**src/rtl/riscv_cov_pkg.sv**
```systemverilog
`default_nettype none
// ============================================================================
// Module      : riscv_cov_pkg
// Description : Shared class indices, RV64I major opcodes and the monitor
//               state encoding for the instruction coverage monitor.
// Revision    : 1.0 - initial release
// ============================================================================
package riscv_cov_pkg;

    localparam int NUM_CLASSES = 12;
    localparam int CLS_W       = 4;

    // Coverage class indices; hit/counter slot numbers follow these.
    localparam logic [CLS_W-1:0] CLS_LUI       = 4'd0;
    localparam logic [CLS_W-1:0] CLS_AUIPC     = 4'd1;
    localparam logic [CLS_W-1:0] CLS_JAL       = 4'd2;
    localparam logic [CLS_W-1:0] CLS_JALR      = 4'd3;
    localparam logic [CLS_W-1:0] CLS_BRANCH    = 4'd4;
    localparam logic [CLS_W-1:0] CLS_LOAD      = 4'd5;
    localparam logic [CLS_W-1:0] CLS_STORE     = 4'd6;
    localparam logic [CLS_W-1:0] CLS_OP_IMM    = 4'd7;
    localparam logic [CLS_W-1:0] CLS_OP        = 4'd8;
    localparam logic [CLS_W-1:0] CLS_OP_IMM_32 = 4'd9;
    localparam logic [CLS_W-1:0] CLS_OP_32     = 4'd10;
    localparam logic [CLS_W-1:0] CLS_ILLEGAL   = 4'd11;

    // Major opcodes, insn[6:0].
    localparam logic [6:0] OPC_LUI       = 7'b0110111;
    localparam logic [6:0] OPC_AUIPC     = 7'b0010111;
    localparam logic [6:0] OPC_JAL       = 7'b1101111;
    localparam logic [6:0] OPC_JALR      = 7'b1100111;
    localparam logic [6:0] OPC_BRANCH    = 7'b1100011;
    localparam logic [6:0] OPC_LOAD      = 7'b0000011;
    localparam logic [6:0] OPC_STORE     = 7'b0100011;
    localparam logic [6:0] OPC_OP_IMM    = 7'b0010011;
    localparam logic [6:0] OPC_OP        = 7'b0110011;
    localparam logic [6:0] OPC_OP_IMM_32 = 7'b0011011;
    localparam logic [6:0] OPC_OP_32     = 7'b0111011;

    // Monitor state encoding as seen on the state output.
    typedef enum logic [1:0] {
        ST_IDLE   = 2'd0,
        ST_RUN    = 2'd1,
        ST_FROZEN = 2'd2
    } cov_state_e;

endpackage : riscv_cov_pkg
`default_nettype wire

```
**src/rtl/riscv_insn_classify.sv**
```systemverilog
`default_nettype none
// ============================================================================
// Module      : riscv_insn_classify
// Description : Combinational opcode-to-coverage-class decode. Anything the
//               upstream checker flags as invalid, or any opcode outside the
//               eleven tracked groups, lands in the ILLEGAL class.
// Revision    : 1.0 - initial release
// ============================================================================
module riscv_insn_classify
    import riscv_cov_pkg::*;
(
    input  logic [6:0]       i_opcode,
    input  logic             i_legal,
    output logic [CLS_W-1:0] o_class
);

    // Opcode lookup, gated by the legality verdict.
    always_comb begin
        o_class = CLS_ILLEGAL;
        if (i_legal) begin
            case (i_opcode)
                OPC_LUI:       o_class = CLS_LUI;
                OPC_AUIPC:     o_class = CLS_AUIPC;
                OPC_JAL:       o_class = CLS_JAL;
                OPC_JALR:      o_class = CLS_JALR;
                OPC_BRANCH:    o_class = CLS_BRANCH;
                OPC_LOAD:      o_class = CLS_LOAD;
                OPC_STORE:     o_class = CLS_STORE;
                OPC_OP_IMM:    o_class = CLS_OP_IMM;
                OPC_OP:        o_class = CLS_OP;
                OPC_OP_IMM_32: o_class = CLS_OP_IMM_32;
                OPC_OP_32:     o_class = CLS_OP_32;
                default:       o_class = CLS_ILLEGAL;
            endcase
        end
    end

endmodule : riscv_insn_classify
`default_nettype wire

```
**src/rtl/riscv_insn_coverage_mon.sv**
```systemverilog
`default_nettype none
// ============================================================================
// Module      : riscv_insn_coverage_mon
// Description : Committed-instruction coverage monitor. Accepted words are
//               classified into stage 1 and committed in stage 2 (saturating
//               per-class counters, sticky hit bits, first-illegal capture).
//               Counters are readable one cycle after request in any state.
// Revision    : 1.0 - initial release
// ============================================================================
module riscv_insn_coverage_mon
    import riscv_cov_pkg::*;
#(
    parameter int CNT_W           = 16,
    parameter bit STOP_ON_ILLEGAL = 1'b0
) (
    input  logic                   clock,
    input  logic                   reset,
    input  logic                   enable,
    input  logic                   freeze,
    input  logic                   clear,
    input  logic                   in_valid,
    input  logic [31:0]            in_insn,
    input  logic                   in_legal,
    output logic [NUM_CLASSES-1:0] hit,
    output logic                   all_hit,
    output logic [31:0]            first_illegal,
    output logic                   illegal_seen,
    output logic [1:0]             state,
    input  logic                   rd_req,
    input  logic [3:0]             rd_idx,
    output logic                   rd_ack,
    output logic [CNT_W-1:0]       rd_data
);

    cov_state_e              r_state;
    logic                    r_s1_valid;
    logic [31:0]             r_s1_insn;
    logic [CLS_W-1:0]        r_s1_class;
    logic [CNT_W-1:0]        r_cnt [NUM_CLASSES];
    logic [NUM_CLASSES-1:0]  r_hit;
    logic                    r_illegal_seen;
    logic [31:0]             r_first_illegal;
    logic                    r_rd_ack;
    logic [CNT_W-1:0]        r_rd_data;

    logic [CLS_W-1:0]        w_class;
    logic                    w_accept;
    logic                    w_first_ill_commit;
    logic [CNT_W-1:0]        w_rd_val;

    riscv_insn_classify u_classify (
        .i_opcode (in_insn[6:0]),
        .i_legal  (in_legal),
        .o_class  (w_class)
    );

    assign w_accept           = in_valid && (r_state == ST_RUN);
    assign w_first_ill_commit = r_s1_valid && (r_s1_class == CLS_ILLEGAL) && !r_illegal_seen;

    // Monitor state machine; clear beats everything but reset.
    always_ff @(posedge clock) begin
        if (reset || clear) begin
            r_state <= ST_IDLE;
        end else begin
            case (r_state)
                ST_IDLE: begin
                    if (enable) r_state <= ST_RUN;
                end
                ST_RUN: begin
                    if (freeze || (STOP_ON_ILLEGAL && w_first_ill_commit))
                        r_state <= ST_FROZEN;
                end
                ST_FROZEN: r_state <= ST_FROZEN;
                default:   r_state <= ST_IDLE;
            endcase
        end
    end

    // Stage 1: register accepted instruction with its decoded class.
    always_ff @(posedge clock) begin
        if (reset || clear) begin
            r_s1_valid <= 1'b0;
            r_s1_insn  <= '0;
            r_s1_class <= '0;
        end else begin
            r_s1_valid <= w_accept;
            if (w_accept) begin
                r_s1_insn  <= in_insn;
                r_s1_class <= w_class;
            end
        end
    end

    // Stage 2 commit: saturating class counters.
    always_ff @(posedge clock) begin
        if (reset || clear) begin
            for (int i = 0; i < NUM_CLASSES; i++) r_cnt[i] <= '0;
        end else if (r_s1_valid) begin
            for (int i = 0; i < NUM_CLASSES; i++) begin
                if ((r_s1_class == CLS_W'(i)) && (r_cnt[i] != {CNT_W{1'b1}}))
                    r_cnt[i] <= r_cnt[i] + 1'b1;
            end
        end
    end

    // Stage 2 commit: sticky hit bits and first-illegal capture.
    always_ff @(posedge clock) begin
        if (reset || clear) begin
            r_hit           <= '0;
            r_illegal_seen  <= 1'b0;
            r_first_illegal <= '0;
        end else begin
            if (r_s1_valid) begin
                for (int i = 0; i < NUM_CLASSES; i++) begin
                    if (r_s1_class == CLS_W'(i)) r_hit[i] <= 1'b1;
                end
            end
            if (w_first_ill_commit) begin
                r_illegal_seen  <= 1'b1;
                r_first_illegal <= r_s1_insn;
            end
        end
    end

    // Read mux samples pre-commit counter values; out-of-range reads give 0.
    always_comb begin
        w_rd_val = '0;
        for (int i = 0; i < NUM_CLASSES; i++) begin
            if (rd_idx == 4'(i)) w_rd_val = r_cnt[i];
        end
    end

    // Read response register, one cycle after request.
    always_ff @(posedge clock) begin
        if (reset) begin
            r_rd_ack  <= 1'b0;
            r_rd_data <= '0;
        end else begin
            r_rd_ack  <= rd_req;
            r_rd_data <= rd_req ? w_rd_val : '0;
        end
    end

    assign hit           = r_hit;
    assign all_hit       = &r_hit[NUM_CLASSES-2:0];
    assign first_illegal = r_first_illegal;
    assign illegal_seen  = r_illegal_seen;
    assign state         = r_state;
    assign rd_ack        = r_rd_ack;
    assign rd_data       = r_rd_data;

endmodule : riscv_insn_coverage_mon
`default_nettype wire

```
**config.mk**
```make
export PLATFORM = sky130hd
export DESIGN_NAME = riscv_insn_coverage_mon
export DESIGN_NICKNAME = d
export VERILOG_FILES = /design/src/rtl/riscv_cov_pkg.sv /design/src/rtl/riscv_insn_classify.sv /design/src/rtl/riscv_insn_coverage_mon.sv
export SDC_FILE = /design/constraint.sdc
export NUM_CORES = 1
export LEC_CHECK = 0
export CORE_UTILIZATION = 38
export CTS_CLUSTER_SIZE = 10
export DETAILED_ROUTE_END_ITERATION = 10
export PLACE_DENSITY = 0.52
export SLEW_MARGIN = 20
export SYNTH_ARGS = -nofsm -noshare
export SYNTH_HDL_FRONTEND = slang
export SYNTH_SLANG_ARGS = --single-unit
export TNS_END_PERCENT = 10
```
**constraint.sdc**
```tcl
create_clock -name clock -period 4.6 [get_ports clock]
set_clock_uncertainty 0.05 [all_clocks]
set_input_delay 1.15 -clock clock [delete_from_list [all_inputs] [get_ports clock]]
set_output_delay 1.15 -clock clock [all_outputs]
set_load 0.01 [all_outputs]
```
==> results.cfg <==
[run]
cap_viol_max_count = 0

[timing]
worst_slew_pin_slew_ns = 1.07
setup_violations = 0
tns_ns = 0
finalCriticalPeriod_ns = 3.11
relSlewSlack = 0.285
rsz0062_at_grt = no
hold_viol = 0
max_freq_ghz = 0.322
min_period_over_period = 0.675
drv_slew = 0

[clock_tree]
root_buffer = clkbuf_16
cts.path.max_buffers = 3
clk-insertion-delay-late_ns = 0.55
cts_hold_buf = 0
cts_max_level = 2
post_cts_buffers = 0
cts-resized-gates = 0
clk_pin_slew_ns = 0.06
tritoncts = built
numCtsBuffers = 36
clock_sinks = 293

[critical_path]
critPathMaxFanout = 18
arrival_ns = 3.54
cp_slowest_cell = clkdlybuf4s50_1
slowest_delay_ns = 0.86
crit_buf_inv = 1
path_cells = clkdlybuf4s50_1 -> nor2b_1 -> a32o_1 -> o21ai_0 -> a31oi_1 -> o221a_2
required_ns = 5.03
crit_type = primary input to flop
crit_path_end_kind = flop
critical-path-top-delay-family = buffers and inverters
critPathLaunchType = primary input

[floorplanning]
die_w_um = 204
start_util = 0.389
coreArea_um2 = 40000
dieArea_um2 = 41700
die_h_um = 204
io_pins = 109
rows = 73

[global_routing]
grt-ovfl-total = 0
grt_use_total = 0.214
first_global_vias = 11600
grt_pass1_wl_mm = 68.8
grt_max_degree = 87
grt_antenna_before_repair = 1

[pwr]
fin_total_pwr_mw = 6.02
p_leak_nw = 5.95
peakVddDrop_v = 0.000220
p_per_area_nw_per_um2 = 333

[synth]
syn_avg_cell_area_um2 = 9.49
synth_warnings = 0
syn-num-nets = 1696
yosysSeqAreaShare = 0.501
synthesis.area_um2 = 15500
synth_cell_types = 70
synth_cells = 1638
synth_edf_count = 192
synth_top_flop_cell = edfxtp_1
yosysTopAreaCellShare = 0.371
synth_top_area_cell = edfxtp_1
synth_seq_cells = 293
async_flop_share = 0
synthTopCellsByArea = edfxtp_1 37%, dfxtp_1 13%, nor2_1 6.1%

[cells_and_area]
drive_gt1_frac = 0.0642
nFillCells = 3870
final_cell_area_um2 = 18100
diodes = 0
area.growth.synth_to_final_pct = 16.4
fin_nets = 1778

[routing]
wl_per_cell_um = 19.5
wl_mm = 44.4
drc = 0
ant_nets = 0
vias = 12300
firstDrtPassIters = 5
drt_iter0_markers = 915
routed_via_density = 5.41

[worst_hold_path]
hold_class = flop to flop

[placed_design]
routabilityCongestion = 0.922
dp_hpwl_mm = 31.3
placed_area_um2 = 17100
io_buffers = 108

[run_status]
outcome = completed
-- cells in the mapped netlist (4+ instances only) --
cell type	instances
nor2_1	254
nand2_1	228
edfxtp_1	192
dfxtp_1	101
a21oi_1	96
xor2_1	90
xnor2_1	70
nand3_1	69
o21ai_0	53
clkbuf_1	44
and3_1	38
nand4_1	36
buf_2	35
inv_1	31
nor3_1	28
mux2i_1	23
a31oi_1	20
nor2b_1	16
and4_1	14
ha_1	14
nor4_1	14
o22ai_1	13
or3_1	12
and2_1	9
mux4_2	9
a22oi_1	8
mux2_2	8
nand2b_1	8
nor2_4	8
a2bb2oi_1	6
o21a_1	6
a221oi_1	5
nand3b_1	5
o221ai_1	5
o211ai_1	4
o31ai_1	4
-- worst register-to-register path, cell delays in order (launching register included) --
cell	delay, ns
edfxtp_1	0.55
ha_1	0.32
nand2_1	0.08
nor4_1	0.49
and2_1	0.24
or3_1	0.83
nor2_1	0.13
-- registers in the layout (all words and copies together) (netlist names) --
| signal | cells |
|---|---|
| first_illegal | 32 |
| hit | 12 |
| illegal_seen | 1 |
| r_cnt | 192 |
| r_s1_class | 4 |
| r_s1_insn | 32 |
| r_s1_valid | 1 |
| rd_ack | 1 |
| rd_data | 16 |
| state | 2 |
-- cells in the final DEF, fill, tap and decap left out, types with 31 or more instances in the layout --
cell	count
nor2_1	253
nand2_1	228
edfxtp_1	192
clkdlybuf4s50_1	106
dfxtp_1	101
a21oi_1	96
xor2_1	90
xnor2_1	70
nand3_1	69
o21ai_0	47
and3_1	38
nand4_1	36
clkbuf_16	36
inv_1	31
-- path summary, 6_finish.rpt --
check / from / cells after the start / slack, ns / endpoint
worst max-delay path: rd_idx[2] / 6 / 1.49 / rd_data[5]$_SDFF_PP0_
worst min-delay path: r_s1_insn[28]$_SDFFE_PP0P_ / 2 / 0.40 / first_illegal[28]$_SDFFE_PP0P_
worst max register to register: r_cnt[1][32]$_SDFFCE_PN0P_ / 6 / 1.63 / r_cnt[1][37]$_SDFFCE_PN0P_
worst min register to register: r_s1_insn[28]$_SDFFE_PP0P_ / 2 / 0.40 / first_illegal[28]$_SDFFE_PP0P_
-- routing by layer --
layer	share of wire	vias to the layer above	global-route usage
met4	0.031	0	0.0738
met2	0.43	366	0.314
met1	0.47	5858	0.306
met3	0.070	84	0.0528
met5	0	-	0
li1	-	5976	-
-- cell type report --
class,instances,area [µm²],share of cell area
clock buffer,59,997,0.0551
clock inverter,4,35.0,0.00194
inverter,31,116,0.00643
multi-input combinational,1229,7260,0.401
sequential,293,7790,0.430
tap,525,657,0.0363
timing repair buffer,129,1240,0.0687
-- logic make-up after synthesis --
logic type / Yosys count / synth area share
AOI/OAI and AO/OA: 250 / 0.0984
xor gates and xnor gates: 160 / 0.0901
adders and majority gates: 14 / 0.0113
buffers and inverters: 116 / 0.0338
DFF: 293 / 0.501
muxes: 40 / 0.0336
and+or+nand+nor: 765 / 0.232
-- report_power, final --
| part | total (mW) | leakage [nW] | switching [mW] | internal, mW |
|---|---|---|---|---|
| clock network | 2.58 | 0.496 | 1.11 | 1.48 |
| logic | 0.404 | 2.50 | 0.234 | 0.170 |
| registers | 3.03 | 2.95 | 0.136 | 2.89 |
-- stage by stage --
stage	utilization	std cells	hold slack [ns]	setup WS, ns
after global placement	0.426	2207	0.386	1.03
after global routing	0.452	2270	0.412	1.37
after detailed placement	0.426	2207	0.393	1.03
after floorplan	-	1638	0.382	1.69
after CTS	0.452	2270	0.402	1.45
final	0.452	2270	0.400	1.49
Note: power is estimated with default switching activity, not from simulation.
